File: src/rtl/jt51_uart_host.sv
// rtl/jt51_uart_host.sv - host-side UART link: ROM download, command forwarding, sample deframing
//
// Purpose: drives the TX side of a uart_transceiver. A start pulse first streams a
// 2^ROM_AW-byte ROM image, one byte per tx_done. After that, single-byte sound
// commands are forwarded. On the RX side, little-endian 16-bit sample words are
// reassembled and buffered in a show-ahead FIFO.
//
// Ports:
//   clk, rst              system clock, asynchronous active-high reset
//   start                 pulse, begins a ROM download (honoured only in IDLE)
//   rom_addr/rom_data     image ROM, synchronous read with 1-cycle latency
//   prog_busy/prog_done   download in progress / download finished
//   cmd_data/valid/ready  sound command handshake (open only after prog_done)
//   tx_data/tx_wr/tx_done byte, write strobe and byte-sent pulse to/from the UART
//   rx_data/done/error    received byte, byte strobe and framing error
//   smp_data/valid/ready  FIFO head word and pop handshake
//   smp_overflow          sticky, a sample was dropped on a full FIFO
//   pair_drop             one-cycle pulse, an incomplete LSB was discarded

module jt51_uart_host #(
  parameter int ROM_AW      = 15,
  parameter int FIFO_AW     = 4,
  parameter int GAP_TIMEOUT = 2048
) (
  input  logic              clk,
  input  logic              rst,
  input  logic              start,
  output logic [ROM_AW-1:0] rom_addr,
  input  logic [7:0]        rom_data,
  output logic              prog_busy,
  output logic              prog_done,
  input  logic [7:0]        cmd_data,
  input  logic              cmd_valid,
  output logic              cmd_ready,
  output logic [7:0]        tx_data,
  output logic              tx_wr,
  input  logic              tx_done,
  input  logic [7:0]        rx_data,
  input  logic              rx_done,
  input  logic              rx_error,
  output logic [15:0]       smp_data,
  output logic              smp_valid,
  input  logic              smp_ready,
  output logic              smp_overflow,
  output logic              pair_drop
);

  localparam logic [1:0] IDLE  = 2'd0;
  localparam logic [1:0] FETCH = 2'd1;
  localparam logic [1:0] SEND  = 2'd2;
  localparam logic [1:0] WAIT  = 2'd3;

  localparam logic MODE_CMD  = 1'b0;
  localparam logic MODE_PROG = 1'b1;

  localparam logic [15:0] GAP_LAST = 16'(GAP_TIMEOUT - 1);
  localparam int          DEPTH    = 1 << FIFO_AW;

  // ---------------------------------------------------------------- TX side
  logic [1:0] state;
  logic       mode;
  logic [7:0] cmd_hold;
  logic [7:0] tx_hold;
  logic [7:0] tx_src;

  // start has priority over a pending command in the same IDLE cycle
  assign cmd_ready = (state == IDLE) && prog_done && !start;
  assign tx_src    = (mode == MODE_PROG) ? rom_data : cmd_hold;

  // The strobe and byte are presented combinationally in SEND so the ROM byte
  // fetched during FETCH goes out without another register stage; tx_hold keeps
  // the last byte on tx_data afterwards.
  assign tx_wr   = (state == SEND);
  assign tx_data = tx_wr ? tx_src : tx_hold;

  always_ff @(posedge clk or posedge rst) begin
    if (rst) begin
      state     <= IDLE;
      mode      <= MODE_CMD;
      rom_addr  <= '0;
      prog_busy <= 1'b0;
      prog_done <= 1'b0;
      cmd_hold  <= 8'h00;
      tx_hold   <= 8'h00;
    end else begin
      case (state)
        IDLE: begin
          if (start) begin
            rom_addr  <= '0;
            prog_done <= 1'b0;
            prog_busy <= 1'b1;
            mode      <= MODE_PROG;
            state     <= FETCH;
          end else if (prog_done && cmd_valid) begin
            cmd_hold <= cmd_data;
            mode     <= MODE_CMD;
            state    <= SEND;
          end
        end
        FETCH: state <= SEND;
        SEND: begin
          tx_hold <= tx_src;
          state   <= WAIT;
        end
        WAIT: begin
          if (tx_done) begin
            if (mode == MODE_CMD) begin
              state <= IDLE;
            end else if (&rom_addr) begin
              // last byte: the address stays parked at all-ones
              prog_busy <= 1'b0;
              prog_done <= 1'b1;
              state     <= IDLE;
            end else begin
              rom_addr <= rom_addr + ROM_AW'(1);
              state    <= FETCH;
            end
          end
        end
        default: state <= IDLE;
      endcase
    end
  end

  // ---------------------------------------------------------------- RX deframer
  logic        phase;
  logic [7:0]  lsb;
  logic [15:0] gap_cnt;
  logic        push;

  assign push = rx_done && !rx_error && phase;

  always_ff @(posedge clk or posedge rst) begin
    if (rst) begin
      phase     <= 1'b0;
      lsb       <= 8'h00;
      gap_cnt   <= 16'h0000;
      pair_drop <= 1'b0;
    end else begin
      pair_drop <= 1'b0;
      if (rx_done) begin
        if (rx_error) begin
          phase     <= 1'b0;
          pair_drop <= phase;
        end else if (!phase) begin
          lsb     <= rx_data;
          phase   <= 1'b1;
          gap_cnt <= 16'h0000;
        end else begin
          phase <= 1'b0;
        end
      end else if (phase) begin
        if (gap_cnt == GAP_LAST) begin
          phase     <= 1'b0;
          pair_drop <= 1'b1;
        end else begin
          gap_cnt <= gap_cnt + 16'h0001;
        end
      end
    end
  end

  // ---------------------------------------------------------------- sample FIFO
  // Pointers carry one extra wrap bit to tell full from empty.
  logic [15:0]      mem [0:DEPTH-1];
  logic [FIFO_AW:0] wptr;
  logic [FIFO_AW:0] rptr;
  logic             full;
  logic             pop;
  logic             push_ok;

  assign smp_valid = (wptr != rptr);
  assign full      = (wptr[FIFO_AW] != rptr[FIFO_AW]) &&
                     (wptr[FIFO_AW-1:0] == rptr[FIFO_AW-1:0]);
  assign pop       = smp_valid && smp_ready;
  // a pop in the same cycle frees the slot the new word lands in
  assign push_ok   = push && (!full || pop);
  assign smp_data  = smp_valid ? mem[rptr[FIFO_AW-1:0]] : 16'h0000;

  always_ff @(posedge clk) begin
    if (push_ok) mem[wptr[FIFO_AW-1:0]] <= {rx_data, lsb};
  end

  always_ff @(posedge clk or posedge rst) begin
    if (rst) begin
      wptr         <= '0;
      rptr         <= '0;
      smp_overflow <= 1'b0;
    end else begin
      if (push_ok) wptr <= wptr + (FIFO_AW+1)'(1);
      if (pop)     rptr <= rptr + (FIFO_AW+1)'(1);
      if (push && !push_ok) smp_overflow <= 1'b1;
    end
  end

endmodule

File: config.mk
export PLATFORM = sky130hd
export DESIGN_NAME = jt51_uart_host
export DESIGN_NICKNAME = d
export VERILOG_FILES = /design/src/rtl/jt51_uart_host.sv
export SDC_FILE = /design/constraint.sdc
export NUM_CORES = 1
export LEC_CHECK = 0
export ABC_AREA = 0
export BUFFER_PORTS_ARGS = -buffer_cell sky130_fd_sc_hd__clkbuf_2
export CELL_PAD_IN_SITES_DETAIL_PLACEMENT = 2
export CELL_PAD_IN_SITES_GLOBAL_PLACEMENT = 2
export CORE_MARGIN = 2
export CORE_UTILIZATION = 37
export DETAILED_ROUTE_END_ITERATION = 16
export PLACE_DENSITY_LB_ADDON = 0.1
export SYNTH_ARGS = -nofsm -noshare
export SYNTH_HDL_FRONTEND = slang
export SYNTH_SLANG_ARGS = --single-unit
File: constraint.sdc
create_clock -name clk -period 2.3 [get_ports clk]
set_input_delay 0.345 -clock clk [delete_from_list [all_inputs] [get_ports clk]]
set_output_delay 0.345 -clock clk [all_outputs]
set_load 0.01 [all_outputs]
==> summary.md, run 1 <==
| Metric | Value |
|---|---|
| Initial DRC count | 353 |
| Initial Util | 0.374 |
| Primary FF master, synth | edfxtp_1 |
| Routed WL | 37100 um |
| Reg2Reg Capture Point | mem[7][2] |
| Area after DPL | 15200 sq um |
| Critical Path Start Type | flip-flop |
| Total gr overflow | 0 |
| Crit path launch | rptr[0] |
| Clock share of power | 0.295 |
| Root buffer cell | clkbuf_16 |
| Ports | 78 |
| Combinational Power Share | 0.346 |
| Reg2reg setup slack | 0.08 ns |
| Most common cell after layout, fill and taps aside | edfxtp_1 |
| Period minus WS final | 2.74 ns |
| Lkg Pwr | 6.05 nW |
| Tcrit/Tclk final | 1.19 |
| Sequential share of power | 0.359 |
| Clk Latency, worst-skew pair | about 0.54 ns |
| Area occupied by registers | 9520 sq um |
| Initial antenna violation count | 0 |
| Max-Cap Viols | 0 |
| Cell area after synthesis | 13600 sq um |
| Post-DP HPWL | ~23000 um |
| Most frequent cells in the layout | edfxtp_1 (256), clkbuf_2 (76), dfrtp_1 (71) |
| Yosys warnings | 0 |
| Power density cells | 1220 nW/um^2 |
| Crit Path Category | flip-flop to output pin |
| Area occupied by multi-input gates | around 4000 sq um |
| Failing checks | setup timing |
| Max-slew violations | 0 |
| Final design utilization | 0.462 |
| Max_slew headroom | 0.429 |
| Worst path slowest cell | mux4_2 |
| Nets | between 900 and 1000 |
| Setup crit end | smp_data[13] |
| Final WS setup | -0.437 ns |
| Sequential area share after synthesis | 0.700 |
| Syn Area/Cell | 17.2 sq um |
| First-pass GRT wire length | 57400 um |
| GRT Util Overall | 0.201 |
| Worst Path Arrival | around 2.4 ns |
| RSZ-0062 raised after global routing | true |
| Worst Path Required | 1.96 ns |
| Clock-pin slew on the worst setup and hold paths | approximately 0.06 ns |
| DR DRC count | 0 |
| Final ANT Viol Nets | 0 |
| H-tree Lvls | 2 |
| Num rows | 70 |
| Final setup fails | 17 |
| CP cell instances | buf_4, buf_12, mux4_2, a22oi_2, buf_4, a21oi_2, clkbuf_2 |
| Routability-driven placement congestion ratio | 0.795 |
| Ys async rst share | 0.222 |
| Port Buffer Count | slightly below 80 |
| Switching share of power | 0.322 |
| Cells after synthesis | just under 800 |
| Peak VDD IR | 0.589 mV |
| Min-Delay Path Class | primary input to flip-flop |
| Final hold viol count | 0 |
| Chip Height | 196 um |
| Setup TNS | -6.19 ns |
| Status | complete, but fails checks |
| # clock sinks | 329 |
| Worst-case clock buffer depth | 3 |
| Max Freq | 365 MHz |
| Inserted Clock Buffers | 39 |
| Drt pass-1 iters | 4 |
| Fin area | 16800 sq um |
| P_sw | 6.59 mW |
| Yosys reg bits | 329 |
| Area Growth Syn to Fin | 23.7% |
| Post-place setup slack | -0.0800 ns |
| Max FO, Critical Path | 10 |
| Number of synthesized flops with an enable pin | about 260 |
| Largest net degree at the start of global routing | 43 |
| Width of the die | 196 um |
| Crit-path most repeated cell | buf_4 |
| Tightest Pin Transition | 0.855 ns |
| Vias in the first global route | between 8000 and 9000 |
| Layout cells sized above 1 | 0.358 |
| CP peak stage delay | approximately 0.52 ns |
| CORE AREA | 36300 sq um |
| Vias per cell | between 5 and 6 |
| Diodes inserted | 0 |
| WL per Instance | 25.8 um |
| Final Hold Slack | about 0.045 ns |
| Post-Route Skew | 0.0196 ns |
| Post-synthesis net count | 833 |
| CTS tree | yes |
| Distinct cell type count after synthesis | between 60 and 70 |
| Total die area | 38300 sq um |
| Internal power | 13.9 mW |
| Reg2reg start | rptr[0] |
| Register-to-Register Path Depth | 8 |
| FILL cells | between 3000 and 4000 |
| Vias | 7895 |
| Critical Path End Type | output pin |
-- cell usage after synthesis (all sizes together), types with 2 or more instances --
cell type | n | area [sq um]
nand4 | 13 | 81.3
a31oi | 4 | 25.0
a32o | 2 | 20.0
nor2 | 18 | 67.6
o311ai | 3 | 26.3
nand2 | 47 | 176
a22oi | 32 | 240
o211ai | 4 | 30.0
nand2b | 4 | 25.0
and2 | 10 | 62.6
nor2b | 10 | 62.6
buf | 22 | 143
and4 | 6 | 52.6
o32ai | 2 | 17.5
o21a | 2 | 15.0
ha | 10 | 125
nand3 | 19 | 95.1
a22o | 2 | 17.5
xor2 | 11 | 96.3
nand3b | 2 | 15.0
a211oi | 4 | 30.0
a21oi | 35 | 213
clkbuf | 24 | 90.1
xnor2 | 2 | 25.0
mux4 | 64 | 1440
nand4b | 2 | 17.5
inv | 14 | 52.6
mux2 | 10 | 116
and3 | 14 | 87.6
edfxtp | 256 | 7690
mux2i | 18 | 180
nor3 | 6 | 30.0
o31ai | 14 | 105
dfrtp | 73 | 1830
o21ai | 5 | 25.0
or2 | 2 | 12.5
nor4 | 4 | 55.1
or4 | 5 | 41.3
a211o | 2 | 17.5
-- per-layer routing --
layer  global-route usage  up-vias  wire length (um)
li1                     -     3477                 -
met2                0.348      180             18700
met3               0.0321       46              1590
met5                    0        -                 0
met1                0.269     4192             16200
met4               0.0447        0               616
-- sequential cells by signal (all words and copies together), names as in the netlist --
register      flops
smp_overflow      1
rptr              5
cmd_hold          8
wptr              5
pair_drop         1
lsb               8
tx_hold           8
phase             1
state             2
gap_cnt          16
prog_busy         1
prog_done         1
mem             256
rom_addr         15
mode              1
-- power groups by stage --
stage / registers, mW / logic [mW] / clock network (mW)
finish: 7.36 / 7.09 / 6.04
global route: 7.43 / 7.65 / 6.46
CTS: 7.36 / 7.02 / 6.23
detailed placement: 7.54 / 6.34 / 0
global placement: 7.49 / 6.15 / 0
floorplan: 7.31 / 3.77 / 0
-- critical path, delay by kind of cell, from the launching register on --
kind	cells	cell delay (ns)
muxes	1	0.52
buffers and inverters	4	0.64
AOI/OAI and AO/OA	2	0.26
DFF	1	0.43
-- worst min path at each step --
stage / start / endpoint / slack, ns / cells after the start
floorplan: gap_cnt[15] / gap_cnt[15] / 0.44 / 1
CTS: cmd_data[7] / cmd_hold[7] / 0.02 / 2
detailed placement: smp_overflow / smp_overflow / 0.47 / 1
finish: cmd_data[7] / cmd_hold[7] / 0.04 / 2
global placement: gap_cnt[15] / gap_cnt[15] / 0.47 / 1
global route: cmd_data[7] / cmd_hold[7] / 0.03 / 2
-- kinds of logic after synthesis --
family	share of synthesized area
flip-flops	0.700
XOR/XNOR	0.00893
buffers and inverters	0.0210
AO/OA/AOI/OAI	0.0654
AND/OR/NAND/NOR	0.0675
multiplexers	0.128
adder cells (fa/ha/maj)	0.00921
-- metrics by stage --
step | power (mW) | cells
after CTS | 20.6 | 1437
after global routing | 21.5 | 1439
final | 20.5 | 1439
after floorplan | 11.1 | 791
after detailed placement | 13.9 | 1359
after global placement | 13.6 | 1359
-- final cells by class --
cell class | count | area share
flip-flops and latches | 329 | 0.566
repair buffers | 155 | 0.0824
well taps | 468 | 0.0348
clock buffers | 49 | 0.0627
clock inverters | 22 | 0.0118
inverters | 14 | 0.00320
multi-input cells | 402 | 0.239
-- what timing repair did --
action | CTS | global route
hold buffers | 1 | 0
setup endpoints to repair | 26 | 77
cloned | 1 | 0
endpoints found under the hold margin | 41 | 0
pin swaps | 12 | 6
setup buffers | 5 | 2
resized for setup | 37 | 19
No activity file was read; power rests on OpenSTA's default activity.
==> run 2, diff against run 1 <==
--- a/config.mk
+++ b/config.mk
@@ -12,6 +12,7 @@
 export CORE_MARGIN = 2
 export CORE_UTILIZATION = 37
 export DETAILED_ROUTE_END_ITERATION = 16
+export HOLD_SLACK_MARGIN = 0.15
 export PLACE_DENSITY_LB_ADDON = 0.1
 export SYNTH_ARGS = -nofsm -noshare
 export SYNTH_HDL_FRONTEND = slang
==> summary.md, run 2 (same netlist as run 1, synthesis figures left out) <==
| Metric | Value |
|---|---|
| Placed insts | 1359 (unchanged) |
| Most frequent cells in the layout | edfxtp_1 (256), clkbuf_2 (76), dfrtp_1 (70) |
| Final hold viol count | 0 (unchanged) |
| Routability-driven placement congestion ratio | 0.795 (unchanged) |
| Layout cells sized above 1 | 0.355 (-0.00329) |
| Peak VDD IR | 0.541 mV (-8.1%) |
| Clk Latency, worst-skew pair | 0.54 ns (about the same) |
| Status | complete, but fails checks |
| Drt pass-1 iters | 4 (unchanged) |
| Chip Height | 196 um (unchanged) |
| Vias | 7938 (+0.54%) |
| Fin cells | 1448 (+0.63%) |
| Max Freq | 364 MHz (-0.28%) |
| Ports | 78 (unchanged) |
| Power, Total | 20.5 mW (+0.13%) |
| Initial DRC count | 319 (-9.6%) |
| Failing checks | setup timing |
| WL met2 | 18800 um (+0.81%) |
| WL per Instance | 25.7 um (-0.29%) |
| Final ANT Viol Nets | 0 (unchanged) |
| # clock sinks | 329 (unchanged) |
| Num rows | 70 (unchanged) |
| Critical Path End Type | output pin |
| Clock-pin slew on the worst setup and hold paths | 0.06 ns (about the same) |
| Met3 wire len | 1570 um (-1.0%) |
| Nets | 992 (+0.92%) |
| Highest metal used | met4 |
| Inserted Clock Buffers | 39 (unchanged) |
| Final setup fails | 17 (unchanged) |
| Lkg Pwr | 6.08 nW (+0.57%) |
| Diodes inserted | 0 (unchanged) |
| Area Growth Syn to Fin | 24.4% |
| Power density cells | 1210 nW/um^2 (-0.43%) |
| CORE AREA | 36300 sq um (unchanged) |
| Tcrit/Tclk final | 1.19 (+0.00339) |
| H-tree Lvls | 2 (unchanged) |
| Final WS setup | -0.445 ns (-0.00779 ns) |
| Max_slew headroom | 0.431 (+0.00169) |
| Routed WL | 37200 um (+0.33%) |
| Critical Path Start Type | flip-flop |
| Root buffer cell | clkbuf_16 |
| Post-DP HPWL | 23500 um (unchanged) |
| Worst-case clock buffer depth | 3 (unchanged) |
| Crit Path Category | flip-flop to output pin |
| Vias per cell | 5.48 (about the same) |
| Max FO, Critical Path | 11 (+1) |
| Port Buffer Count | 77 (unchanged) |
| DR DRC count | 0 (unchanged) |
| Max-slew violations | 0 (unchanged) |
| GRT Util Overall | 0.202 (+0.000912) |
| CTS tree | yes |
| Max-Cap Viols | 0 (unchanged) |
| First-pass GRT wire length | 57700 um (+0.47%) |
| Final Hold Slack | 0.176 ns (+0.132 ns) |
| Worst Path Arrival | 2.40 ns (about the same) |
| Tightest Pin Transition | 0.852 ns (-0.00253 ns) |
| Worst Path Required | 1.96 ns (about the same) |
| Vias in the first global route | 8964 (+0.70%) |
| Post-Route Skew | 0.0194 ns (-0.000203 ns) |
| Initial Util | 0.374 (unchanged) |
| Period minus WS final | 2.74 ns (+0.00779 ns) |
| RSZ-0062 raised after global routing | true |
| Largest net degree at the start of global routing | 43 (unchanged) |
| Width of the die | 196 um (unchanged) |
| Most common cell after layout, fill and taps aside | edfxtp_1 |
| Min-Delay Path Class | primary input to flip-flop |
| Initial antenna violation count | 0 (unchanged) |
| M1 WL | 16200 um (about the same) |
| Total die area | 38300 sq um (unchanged) |
| Total gr overflow | 0 (unchanged) |
| Number of flip-flops under the largest register name | 256 (unchanged) |
[run 2: stage by stage]
stage	instance area, sq um	setup TNS, ns	util	setup WS [ns]
2_1_floorplan	13600	0	-	0.0972
4_1_cts	16800	-6.71	0.462	-0.466
6_report	16900	-6.20	0.465	-0.445
5_1_grt	16900	-9.22	0.465	-0.520
3_3_place_gp	15200	-0.0849	0.418	-0.0473
3_5_place_dp	15200	-0.397	0.418	-0.0800
[run 2: final cells by class]
cell class / instances / area [sq um]
fill: 3330 / 19400
sequential: 329 / 9520
multi-input combinational: 402 / 4010
timing repair buffer: 164 / 1480
clock buffer: 49 / 1050
tap: 468 / 586
clock inverter: 22 / 199
inverter: 14 / 53.8
[run 2: worst paths after layout]
path / startpoint / endpoint / slack, ns / cells past startpoint
max in group asynchronous: rst / state[1] / 1.13 / 4
worst max register to register: rptr[0] / mem[7][2] / 0.08 / 8
worst min register to register: gap_cnt[15] / gap_cnt[15] / 0.48 / 1
worst min-delay path: rom_data[5] / tx_hold[5] / 0.18 / 3
min in group asynchronous: rst / wptr[1] / 0.51 / 3
worst max-delay path: rptr[0] / smp_data[6] / -0.44 / 7
[run 2: report_power, final]
part | switching (mW) | internal (mW) | leakage [nW]
registers | 0.414 | 6.95 | 3.25
clock network | 2.44 | 3.59 | 0.608
logic | 3.75 | 3.37 | 2.23
[run 2: metal layers]
metal	track usage	vias up
met5	0	-
met4	0.0447	0
met3	0.0325	46
met2	0.351	166
met1	0.269	4232
li1	-	3494
[run 2: critical path, cell delays in order, from the launching register on]
cell and delay (ns):
dfrtp_4 0.43, buf_12 0.16, buf_12 0.17, mux4_2 0.51, a22oi_2 0.24, buf_4 0.16
a21oi_4 0.06, clkbuf_2 0.13
[run 2: repair_timing]
action,in CTS,in global routing
buffers inserted,5,1
resized for setup,37,20
pin swaps,12,5
endpoints found under the setup margin,26,77
endpoints found under the hold margin,50,0
gates cloned,1,0
hold buffers,11,0
